**config.mk**
```make
export PLATFORM = sky130hd
export DESIGN_NAME = bsg_comm_link_token_credit_tx
export DESIGN_NICKNAME = d
export VERILOG_FILES = /design/src/rtl/bsg_comm_link_token_credit_tx.sv
export SDC_FILE = /design/constraint.sdc
export NUM_CORES = 1
export LEC_CHECK = 0
export BUFFER_PORTS_ARGS = -buffer_cell sky130_fd_sc_hd__buf_2
export CORE_MARGIN = 2
export CORE_UTILIZATION = 36
export DETAILED_ROUTE_END_ITERATION = 8
export PLACE_DENSITY = 0.81
export SKIP_CTS_REPAIR_TIMING = 1
export SYNTH_ARGS = -nofsm -noshare
export SYNTH_HDL_FRONTEND = slang
export SYNTH_SLANG_ARGS = --single-unit
```
**constraint.sdc**
```tcl
create_clock -name clk_i -period 2.3 [get_ports clk_i]
set_input_delay 0 -clock clk_i [delete_from_list [all_inputs] [get_ports clk_i]]
set_output_delay 0 -clock clk_i [all_outputs]
set_load 0.01 [all_outputs]
```
**src/rtl/bsg_comm_link_token_credit_tx.sv**
```systemverilog
// Transmit-side credit tracker: gates the core->serializer handshake on far-end
// FIFO credits and turns token-clock transitions back into credits.
module bsg_comm_link_token_credit_tx #(
    parameter int width_p                         = 16,
    parameter int lg_input_fifo_depth_p           = 5,
    parameter int lg_credit_to_token_decimation_p = 3
) (
    input  logic                             clk_i,
    input  logic                             reset_i,
    input  logic                             token_toggle_i,
    input  logic                             v_i,
    input  logic [width_p-1:0]               data_i,
    output logic                             ready_o,
    output logic                             v_o,
    output logic [width_p-1:0]               data_o,
    input  logic                             ready_i,
    output logic [lg_input_fifo_depth_p:0]   credit_count_o,
    output logic                             credit_error_o
);

    localparam int CW = lg_input_fifo_depth_p + 1;
    localparam int NW = lg_input_fifo_depth_p + 2;
    localparam logic [NW-1:0] FULL_N = NW'(2 ** lg_input_fifo_depth_p);
    localparam logic [NW-1:0] DEC_N  = NW'(2 ** lg_credit_to_token_decimation_p);

    logic [CW-1:0] r_credits;
    logic          r_token;
    logic          r_error;

    logic          w_has_credit;
    logic          w_send;
    logic          w_token_edge;
    logic [NW-1:0] w_next;

    assign w_has_credit = (r_credits != '0);
    assign w_send       = v_i & ready_i & w_has_credit;
    assign w_token_edge = token_toggle_i ^ r_token;

    // One extra bit of headroom so a token return past full is seen, not wrapped.
    assign w_next = {1'b0, r_credits} - NW'(w_send) + (w_token_edge ? DEC_N : '0);

    assign v_o            = v_i & w_has_credit;
    assign ready_o        = ready_i & w_has_credit;
    assign data_o         = data_i;
    assign credit_count_o = r_credits;
    assign credit_error_o = r_error;

    always_ff @(posedge clk_i) begin
        // Token level is tracked through reset so a level held across release is not an edge.
        r_token <= token_toggle_i;
        if (reset_i) begin
            r_credits <= FULL_N[CW-1:0];
            r_error   <= 1'b0;
        end else if (w_next > FULL_N) begin
            r_credits <= FULL_N[CW-1:0];
            r_error   <= 1'b1;
        end else begin
            r_credits <= w_next[CW-1:0];
        end
    end

endmodule

```
After elaboration in Yosys (flattened, before gate mapping)
Index checks and enable logic that the tools add are counted.
{"block": "word_totals", "register_bits": 8, "input_bits": 21, "output_inout_bits": 25, "word_cells": 14}
{"block": "classes", "add_sub_neg": 2, "magnitude_cmp": 1, "n_mux": 1, "bitwise_logic": 5, "reduce_logical": 2}
{"op": "7-bit by 4-bit adder with 7-bit output", "n": 1}
{"op": "7-bit by 6-bit greater-than comparator with 1-bit output (second input constant)", "n": 1}
{"op": "6-bit by 1-bit subtractor with 7-bit output", "n": 1}
{"op": "6-bit nonzero test", "n": 1}
{"op": "1-bit AND", "n": 4}
{"op": "4-bit two-way mux", "n": 1}
{"op": "2-bit OR reduction", "n": 1}
{"op": "1-bit bitwise XOR", "n": 1}

Logic depth before layout (Yosys ltp)
Gate-level depths: netlist of run 1.
{"block": "depth", "ltp_word": 6, "mapped_depth": 15, "depth_no_buf": 15}

Worst setup path before layout of run 1
No wires, ideal clock.
{"block": "synth_timing", "path_kind": "reg-to-reg", "from": "register r_credits[5] (netlist: credit_count_o[5])", "to": "register r_error (netlist: credit_error_o)", "setup_ps": 120, "t_arrival_ps": 2669, "slack_ps": -489, "path_stages_with_launch": 14, "path_buffers": 0, "synth_period_minus_slack_ps": 2789, "path_cell_list": "dfxtp_1 inv_1 ha_1 and3_1 nor2b_1 and2_1 ha_1 inv_1 ha_1 a211oi_2 nor2_1 o41a_2 and2_4 o31a_1"}
{"block": "synth_via", "elab_chain_len": 5}
{"item": "start: declaration", "line": "26", "source": "logic [CW-1:0] r_credits;"}
{"item": "start signal: assignment", "line": "52", "source": "r_credits <= FULL_N[CW-1:0];"}
{"item": "start signal: assignment", "line": "55", "source": "r_credits <= FULL_N[CW-1:0];"}
{"item": "start signal: assignment", "line": "58", "source": "r_credits <= w_next[CW-1:0];"}
{"item": "6-bit nonzero test", "line": "35", "source": "assign w_has_credit = (r_credits != '0);"}
{"item": "1-bit AND", "line": "36", "source": "assign w_send = v_i & ready_i & w_has_credit;"}
{"item": "6-bit by 1-bit subtractor with 7-bit output (*)", "line": "40", "source": "assign w_next = {1'b0, r_credits} - NW'(w_send) + (w_token_edge ? DEC_N : '0);"}
{"item": "7-bit by 4-bit adder with 7-bit output (*)", "line": "40"}
{"item": "7-bit by 6-bit greater-than comparator with 1-bit output (*)", "line": "54", "source": "end else if (w_next > FULL_N) begin"}
{"item": "end signal: assignment", "line": "53", "source": "r_error <= 1'b0;"}
{"item": "end signal: assignment", "line": "56", "source": "r_error <= 1'b1;"}
{"item": "end: declaration", "line": "28", "source": "logic r_error;"}
Every way passes the cells marked *; elsewhere a longest branch is shown, timed or not.
A chain may end at the register's enable or synchronous reset.

Worst setup path in the final report of run 1
Same ends and word-level chain as after synthesis.

==> results of run 1 <==
cells by family (layout without fill, tap and decap cells):
group	Yosys count	count (layout)	synth area share (%)
AND/OR/NAND/NOR	20	20	16.30
XOR/XNOR	4	4	5.186
flip-flops	8	8	23.70
AO/OA/AOI/OAI	9	9	12.04
adder cells (fa/ha/maj)	9	9	17.78
buffers and inverters	29	42	25.00
cell usage after synthesis:
cell type  instances
nor2b_1            2
o41a_1             1
inv_1             13
nor4_1             2
and2_1             4
a211oi_2           2
xor2_1             1
o41a_2             1
and3_1             1
dfxtp_1            8
and2_4             1
buf_4             16
nand2_1            2
o22a_1             1
o31a_1             1
fa_1               1
nor2_1             5
or4_1              1
xnor2_1            3
ha_1               8
nor3_1             1
nand2b_1           1
o21ai_0            1
a21oi_1            2
stage by stage:
stage	setup TNS (ns)	setup slack, ns
2_1_floorplan	-1.187	-0.2541
3_3_place_gp	-1.877	-0.2887
3_5_place_dp	-2.200	-0.3483
4_1_cts	-2.266	-0.3617
5_1_grt	-2.234	-0.3825
6_report	-1.632	-0.2985
how the worst max path moves through the flow:
| stage | from | end | slack [ns] | cells past startpoint |
|---|---|---|---|---|
| floorplan | credit_count_o[2]$_SDFF_PP0_ | credit_error_o$_SDFFE_PP0N_ | -0.25 | 12 |
| global placement | credit_count_o[2]$_SDFF_PP0_ | credit_error_o$_SDFFE_PP0N_ | -0.29 | 12 |
| detailed placement | credit_count_o[2]$_SDFF_PP0_ | credit_error_o$_SDFFE_PP0N_ | -0.35 | 12 |
| CTS | credit_count_o[2]$_SDFF_PP0_ | credit_error_o$_SDFFE_PP0N_ | -0.36 | 12 |
| global route | credit_count_o[2]$_SDFF_PP0_ | credit_error_o$_SDFFE_PP0N_ | -0.38 | 14 |
| finish | credit_count_o[5]$_SDFF_PP1_ | credit_error_o$_SDFFE_PP0N_ | -0.30 | 13 |
per-layer routing:
metal  GRT usage, %  up-vias  share of wire (%)
li1               -      265                  -
met1          12.87      272                 35
met2          23.24       23                 55
met3          3.077        6                6.4
met4          11.11        0                3.7
met5              0        -                  0
power groups by stage:
| stage | registers [uW] | clock network [uW] | logic (uW) |
|---|---|---|---|
| detailed placement | 213 | 0 | 759 |
| floorplan | 244 | 0 | 539 |
| CTS | 210 | 132 | 766 |
| finish | 214 | 126 | 954 |
| global route | 218 | 136 | 1040 |
| global placement | 211 | 0 | 731 |
cell usage in the layout (no fill, tap or decap), types with 2 or more instances in the layout:
| master | count |
|---|---|
| xnor2_1 | 2 |
| inv_2 | 3 |
| ha_4 | 3 |
| buf_2 | 13 |
| dlygate4sd3_1 | 2 |
| ha_1 | 5 |
| dfxtp_2 | 2 |
| inv_1 | 9 |
| a211oi_4 | 2 |
| and2_4 | 2 |
| clkbuf_4 | 3 |
| and2_1 | 3 |
| nor2_1 | 5 |
| buf_4 | 10 |
| dfxtp_1 | 5 |
state kept, by name (all words and copies together) (netlist names):
signal and flops:
r_token 1, credit_count_o 6, credit_error_o 1
cell type report:
type,instances,area [sq um],area share (%)
tap,25,31.28,3.482
clock buffer,4,26.28,2.925
multi-input combinational,42,462.9,51.53
inverter,13,51.30,5.710
sequential,8,166.4,18.52
timing repair buffer,25,160.2,17.83
==> reports/qor.json, run 1 <==
{
  "cts": {
    "cts_htree_levels": 1,
    "cts_buffers": 3,
    "tritoncts": "done",
    "worstSkewPairLatency_ns": 0.27,
    "clockRootBuffer": "clkbuf_4",
    "cts.sinks": 8,
    "clock_transition_time_at_the_flip_flop_clock_pins_of_the_worst_setup_and_hold_paths_ns": 0.07,
    "ctsLongestPathBuffers": 2
  },
  "detailed_routing": {
    "route.antenna.remaining_nets": 0,
    "post-route-drc-count": 0,
    "vias": 566,
    "route.detailed.vias_per_inst": 4.838,
    "detailedRoute.firstPassIterationCount": 4,
    "routed_wirelength_mm": 1.449,
    "drtIter0Drc": 7,
    "wl_per_cell_um": 12.38
  },
  "floorplanning": {
    "die_width_um": 47.32,
    "floorplan.io_pins": 46,
    "design.die.area_sq_um": 2239,
    "starting_density_of_the_core_pct": 38.71,
    "die_h_um": 47.32,
    "coreArea_sq_um": 1745,
    "std_cell_rows": 15
  },
  "sta": {
    "worstMarginPinSlew_ns": 0.2647,
    "drv_slew": 0,
    "setup_viol_count_final": 7,
    "holdWs_ns": 0.000003356,
    "post-route-worst-setup-slack_ns": -0.2985,
    "fmaxAchievable_ghz": 0.3848,
    "rsz_0062_raised_after_global_routing": "yes",
    "finClkSkew_ns": 0.01279,
    "final_period_minus_worst_setup_slack_ns": 2.599,
    "final_hold_viol_count": 0,
    "final_min_period_over_clock_period_pct": 113.0,
    "relSlewSlack_pct": 82.16
  },
  "setup_path": {
    "critical_path_required_ns": 2.45,
    "crit_path_top_delay_cell": "o41a_2",
    "critical_path_class": "reg -> reg",
    "critPathLaunchType": "register",
    "ff2ff_setup_slack_ns": -0.30,
    "timing.critical_path.slowest_cell_delay_ns": 0.42,
    "critical_path.top_delay_family": "compound AO/OA/AOI/OAI gates",
    "crit_path_cell_trace": "inv_4 > ha_4 > and3_4 > nor2b_4 > and2_4 > ha_4 > inv_2 > ha_4 > a211oi_4 > nor2_1 > o41a_2 > and2_4 > o31a_1",
    "worst_path_most_repeated_cell": "ha_4",
    "r2r_cells": 13,
    "critical_path.reg2reg.endpoint": "credit_error_o$_SDFFE_PP0N_",
    "cp_data_arrival_time_ns": 2.75,
    "critical_path_peak_fanout": 3,
    "critical_path.n_buffers_inverters": 2,
    "critical_path.endpoint_type": "register",
    "timing.rr.start": "credit_count_o[5]$_SDFF_PP1_"
  },
  "synthesis": {
    "synth_seq_cells": 8,
    "synth_top_cell_by_area": "dfxtp_1",
    "post_synth_instance_area_sq_um": 675.6,
    "synth.yosys.seq_area_share_pct": 23.70,
    "yosys-top-cells-area": "dfxtp_1 24%, buf_4 18%, ha_1 15%",
    "synth_cell_types": 24,
    "fraction_of_post_synthesis_cell_area_in_the_top_cell_type_by_area_pct": 23.70,
    "yosys_warnings": 0,
    "postSynthAreaPerCell_sq_um": 8.553,
    "syn_inst": 79,
    "syn-num-nets": 109
  },
  "hold_path": {
    "type_of_the_tightest_min_delay_check": "in -> out",
    "hold_path_end": "data_o[7]",
    "min_from": "data_i[7]",
    "worstHoldPathCells": 0
  },
  "power_and_ir_drop": {
    "power_leakage_uw": 0.0004154,
    "fin_total_pwr_uw": 1295,
    "total_switching_power_uw": 550.6,
    "share_of_power_burned_in_registers_pct": 16.6,
    "part_of_the_total_power_dissipated_in_the_clock_network_pct": 9.7,
    "peakVddDrop_mv": 0.5915,
    "pwr_density_cell_nw_per_um2": 1441,
    "netSwitchingFraction_pct": 42.53,
    "internal-power_uw": 744.0,
    "logic_gate_share_of_total_power_pct": 73.7
  },
  "layout": {
    "layout-drive-gt1-share_pct": 54.35,
    "layout.filler_cells": 154,
    "final_util_pct": 51.47,
    "finish.instance_area_sq_um": 898.4,
    "finalNonFillerCells": 117,
    "flow.area_growth_from_synthesis_pct": 32.96,
    "net_count_final": 123,
    "insertedDiodeCount": 0
  },
  "global_route": {
    "grt_overflow": 0,
    "global_route.usage.total_pct": 13.23,
    "wire_length_of_the_first_global_routing_pass_mm": 1.938,
    "grt_pass1_vias": 489,
    "grt_max_degree": 6,
    "grt_antenna_before_repair": 0
  },
  "placed_design": {
    "post-dp-hpwl_mm": 1.054,
    "portBuffers": 13,
    "gp_routability_congestion": 0.7975,
    "placed_area_sq_um": 774.5,
    "placed_cells_incl_taps": 110
  },
  "run_status": {
    "failed_checks": "setup timing",
    "run_status": "finished, violations left"
  },
  "run": {
    "max-cap-violations": 0
  }
}
Note: power is estimated with default switching activity, not from simulation.
==> inputs of run 2 (changes only) <==
--- a/config.mk
+++ b/config.mk
@@ -9,7 +9,7 @@
 export CORE_MARGIN = 2
 export CORE_UTILIZATION = 36
 export DETAILED_ROUTE_END_ITERATION = 8
-export PLACE_DENSITY = 0.81
+export PLACE_DENSITY_LB_ADDON = 0.3
 export SKIP_CTS_REPAIR_TIMING = 1
 export SYNTH_ARGS = -nofsm -noshare
 export SYNTH_HDL_FRONTEND = slang
==> reports/qor.json, run 2 (synthesized netlist as in run 1, its figures left out) <==
{
  "sta": {
    "holdWs": {"value": 0.000003356, "unit": "ns", "change": "unchanged"},
    "finClkSkew": {"value": 0.009579, "unit": "ns", "change": "was 0.01279 ns"},
    "final_hold_viol_count": {"value": 0, "change": "unchanged"},
    "relSlewSlack": {"value": 85.06, "unit": "%", "change": "was 82.16%"},
    "worstMarginPinSlew": {"value": 0.2234, "unit": "ns", "change": "was 0.2647 ns"},
    "rsz_0062_raised_after_global_routing": {"value": "yes", "change": "unchanged"},
    "setup_viol_count_final": {"value": 7, "change": "unchanged"},
    "post-route-worst-setup-slack": {"value": -0.2767, "unit": "ns", "change": "was -0.2985 ns"},
    "final_period_minus_worst_setup_slack": {"value": 2.577, "unit": "ns", "change": "was 2.599 ns"},
    "drv_slew": {"value": 0, "change": "unchanged"},
    "final_min_period_over_clock_period": {"value": 112.0, "unit": "%", "change": "was 113.0%"},
    "fmaxAchievable": {"value": 0.3881, "unit": "GHz", "change": "was 0.3848 GHz"}
  },
  "setup_path": {
    "critical_path_peak_fanout": {"value": 3, "change": "unchanged"},
    "crit_path_cell_trace": {"value": "inv_4 > ha_4 > and3_4 > nor2b_4 > and2_4 > ha_4 > inv_2 > ha_4 > a211oi_4 > nor2_1 > o41a_2 > and2_4 > o31a_1", "change": "unchanged"},
    "worst_path_most_repeated_cell": {"value": "ha_4", "change": "unchanged"},
    "critPathLaunchType": {"value": "register", "change": "unchanged"},
    "critical_path_required": {"value": 2.46, "unit": "ns", "change": "was 2.45 ns"},
    "critical_path.endpoint_type": {"value": "register", "change": "unchanged"},
    "crit_path_top_delay_cell": {"value": "o41a_2", "change": "unchanged"},
    "timing.rr.start": {"value": "credit_count_o[5]$_SDFF_PP1_", "change": "unchanged"},
    "cp_data_arrival_time": {"value": 2.73, "unit": "ns", "change": "was 2.75 ns"},
    "critical_path_class": {"value": "reg -> reg", "change": "unchanged"},
    "critical_path.n_buffers_inverters": {"value": 2, "change": "unchanged"},
    "critical_path.top_delay_family": {"value": "compound AO/OA/AOI/OAI gates", "change": "unchanged"},
    "timing.critical_path.slowest_cell_delay": {"value": 0.48, "unit": "ns", "change": "was 0.42 ns"},
    "worstSetupStartpoint": {"value": "credit_count_o[5]$_SDFF_PP1_", "change": "unchanged"}
  },
  "global_route": {
    "global_route.usage.total": {"value": 13.26, "unit": "%", "change": "was 13.23%"},
    "grt_max_degree": {"value": 6, "change": "unchanged"},
    "grt_overflow": {"value": 0, "change": "unchanged"},
    "grt_pass1_vias": {"value": 498, "change": "was 489"},
    "wire_length_of_the_first_global_routing_pass": {"value": 1.987, "unit": "mm", "change": "was 1.938 mm"},
    "grt_antenna_before_repair": {"value": 0, "change": "unchanged"}
  },
  "floorplanning": {
    "starting_density_of_the_core": {"value": 38.71, "unit": "%", "change": "unchanged"},
    "std_cell_rows": {"value": 15, "change": "unchanged"},
    "die_width": {"value": 47.32, "unit": "um", "change": "unchanged"},
    "die_h": {"value": 47.32, "unit": "um", "change": "unchanged"},
    "floorplan.io_pins": {"value": 46, "change": "unchanged"},
    "coreArea": {"value": 1745, "unit": "sq um", "change": "unchanged"},
    "design.die.area": {"value": 2239, "unit": "sq um", "change": "unchanged"}
  },
  "detailed_routing": {
    "detailedRoute.firstPassIterationCount": {"value": 4, "change": "unchanged"},
    "route.antenna.remaining_nets": {"value": 0, "change": "unchanged"},
    "vias": {"value": 548, "change": "was 566"},
    "routed_wirelength": {"value": 1.367, "unit": "mm", "change": "was 1.449 mm"},
    "drtIter0Drc": {"value": 13, "change": "was 7"},
    "route.detailed.vias_per_inst": {"value": 4.605, "change": "was 4.838"},
    "wl_per_cell": {"value": 11.49, "unit": "um", "change": "was 12.38 um"},
    "post-route-drc-count": {"value": 0, "change": "unchanged"}
  },
  "hold_path": {
    "min_from": {"value": "data_i[7]", "change": "unchanged"},
    "type_of_the_tightest_min_delay_check": {"value": "in -> out", "change": "unchanged"}
  },
  "power_and_ir_drop": {
    "power_leakage": {"value": 0.0004216, "unit": "uW", "change": "was 0.0004154 uW"},
    "peakVddDrop": {"value": 0.7404, "unit": "mV", "change": "was 0.5915 mV"},
    "pwr_density_cell": {"value": 1389, "unit": "nW/um^2", "change": "was 1441 nW/um^2"}
  },
  "cts": {
    "cts.sinks": {"value": 8, "change": "unchanged"},
    "ctsLongestPathBuffers": {"value": 2, "change": "unchanged"},
    "worstSkewPairLatency": {"value": 0.26, "unit": "ns", "change": "was 0.27 ns"},
    "tritoncts": {"value": "done", "change": "unchanged"},
    "cts_htree_levels": {"value": 1, "change": "unchanged"},
    "clockRootBuffer": {"value": "clkbuf_4", "change": "unchanged"},
    "cts_buffers": {"value": 3, "change": "unchanged"},
    "clock_transition_time_at_the_flip_flop_clock_pins_of_the_worst_setup_and_hold_paths": {"value": 0.06, "unit": "ns", "change": "was 0.07 ns"}
  },
  "layout": {
    "flow.area_growth_from_synthesis": {"value": 33.89, "unit": "%", "change": "was 32.96%"},
    "largest_reg_flops": {"value": 6, "change": "unchanged"},
    "net_count_final": {"value": 125, "change": "was 123"},
    "mostFrequentLayoutCell": {"value": "buf_2", "change": "unchanged"},
    "most-common-layout-cells": {"value": "13 x buf_2, 12 x buf_4, 9 x inv_1", "change": "was 13 x buf_2, 10 x buf_4, 9 x inv_1"},
    "insertedDiodeCount": {"value": 0, "change": "unchanged"},
    "final_util": {"value": 51.83, "unit": "%", "change": "was 51.47%"},
    "layout-drive-gt1-share": {"value": 54.26, "unit": "%", "change": "was 54.35%"}
  },
  "run_status": {
    "run_status": {"value": "finished, violations left", "change": "unchanged"},
    "failed_checks": {"value": "setup timing", "change": "unchanged"}
  },
  "placed_design": {
    "gp_routability_congestion": {"value": 0.7106, "change": "was 0.7975"},
    "portBuffers": {"value": 13, "change": "unchanged"},
    "post-dp-hpwl": {"value": 1.064, "unit": "mm", "change": "was 1.054 mm"}
  },
  "run": {
    "max-cap-violations": {"value": 0, "change": "unchanged"}
  }
}
-- run 2: cell types whose count changed in the layout (fill, tap and decap cells not counted), sizes merged --
cell	before	now
buf	23	25
-- run 2: area by class of cell --
| cell class | count | area, sq um |
|---|---|---|
| tap | 25 | 31.28 |
| clock buffer | 4 | 26.28 |
| timing repair buffer | 27 | 175.2 |
| inverter | 13 | 51.30 |
| fill | 169 | 840.8 |
| multi-input combinational | 42 | 454.2 |
| sequential | 8 | 166.4 |
-- run 2: where the power goes --
part	internal, uW	switching [uW]	total, uW
clock	66.5	50.1	117
combinational	482	446	928
sequential	186	25.4	211
total	735	522	1260
-- run 2: stage by stage --
stage                     setup TNS [ns]  total power (uW)  setup slack (ns)  std cells  area (sq um)
final                             -1.532              1256           -0.2767        119         904.6
after global routing              -2.269              1367           -0.3658        119         904.6
after CTS                         -2.191              1107           -0.3485        115         808.3
after detailed placement          -2.041             978.5           -0.3340        111         782.0
after global placement            -1.899             968.3           -0.2973        111         782.0
after floorplan                   -1.187             783.5           -0.2541         79         730.7
-- run 2: worst register-to-register path, cell delays in order, from the launching register on --
cell and delay (ns):
dfxtp_4 0.35, inv_4 0.04, ha_4 0.14, and3_4 0.17, nor2b_4 0.10, and2_4 0.15, ha_4 0.12, inv_2 0.04
ha_4 0.16, a211oi_4 0.24, nor2_1 0.06, o41a_2 0.48, and2_4 0.17, o31a_1 0.26
-- run 2: layer usage --
metal	vias to the layer above	track usage [%]	share of wire, %
li1	270	-	-
met1	254	15.74	42
met2	19	20.27	49
met3	5	1.923	5.3
met4	0	12.22	2.8
met5	-	0	0
-- run 2: worst paths after layout --
path,to,slack (ns),cells past startpoint
max,credit_error_o$_SDFFE_PP0N_,-0.28,13
min,data_o[7],0.000003,0
max reg2reg,credit_error_o$_SDFFE_PP0N_,-0.28,13
min reg2reg,credit_error_o$_SDFFE_PP0N_,0.48,1
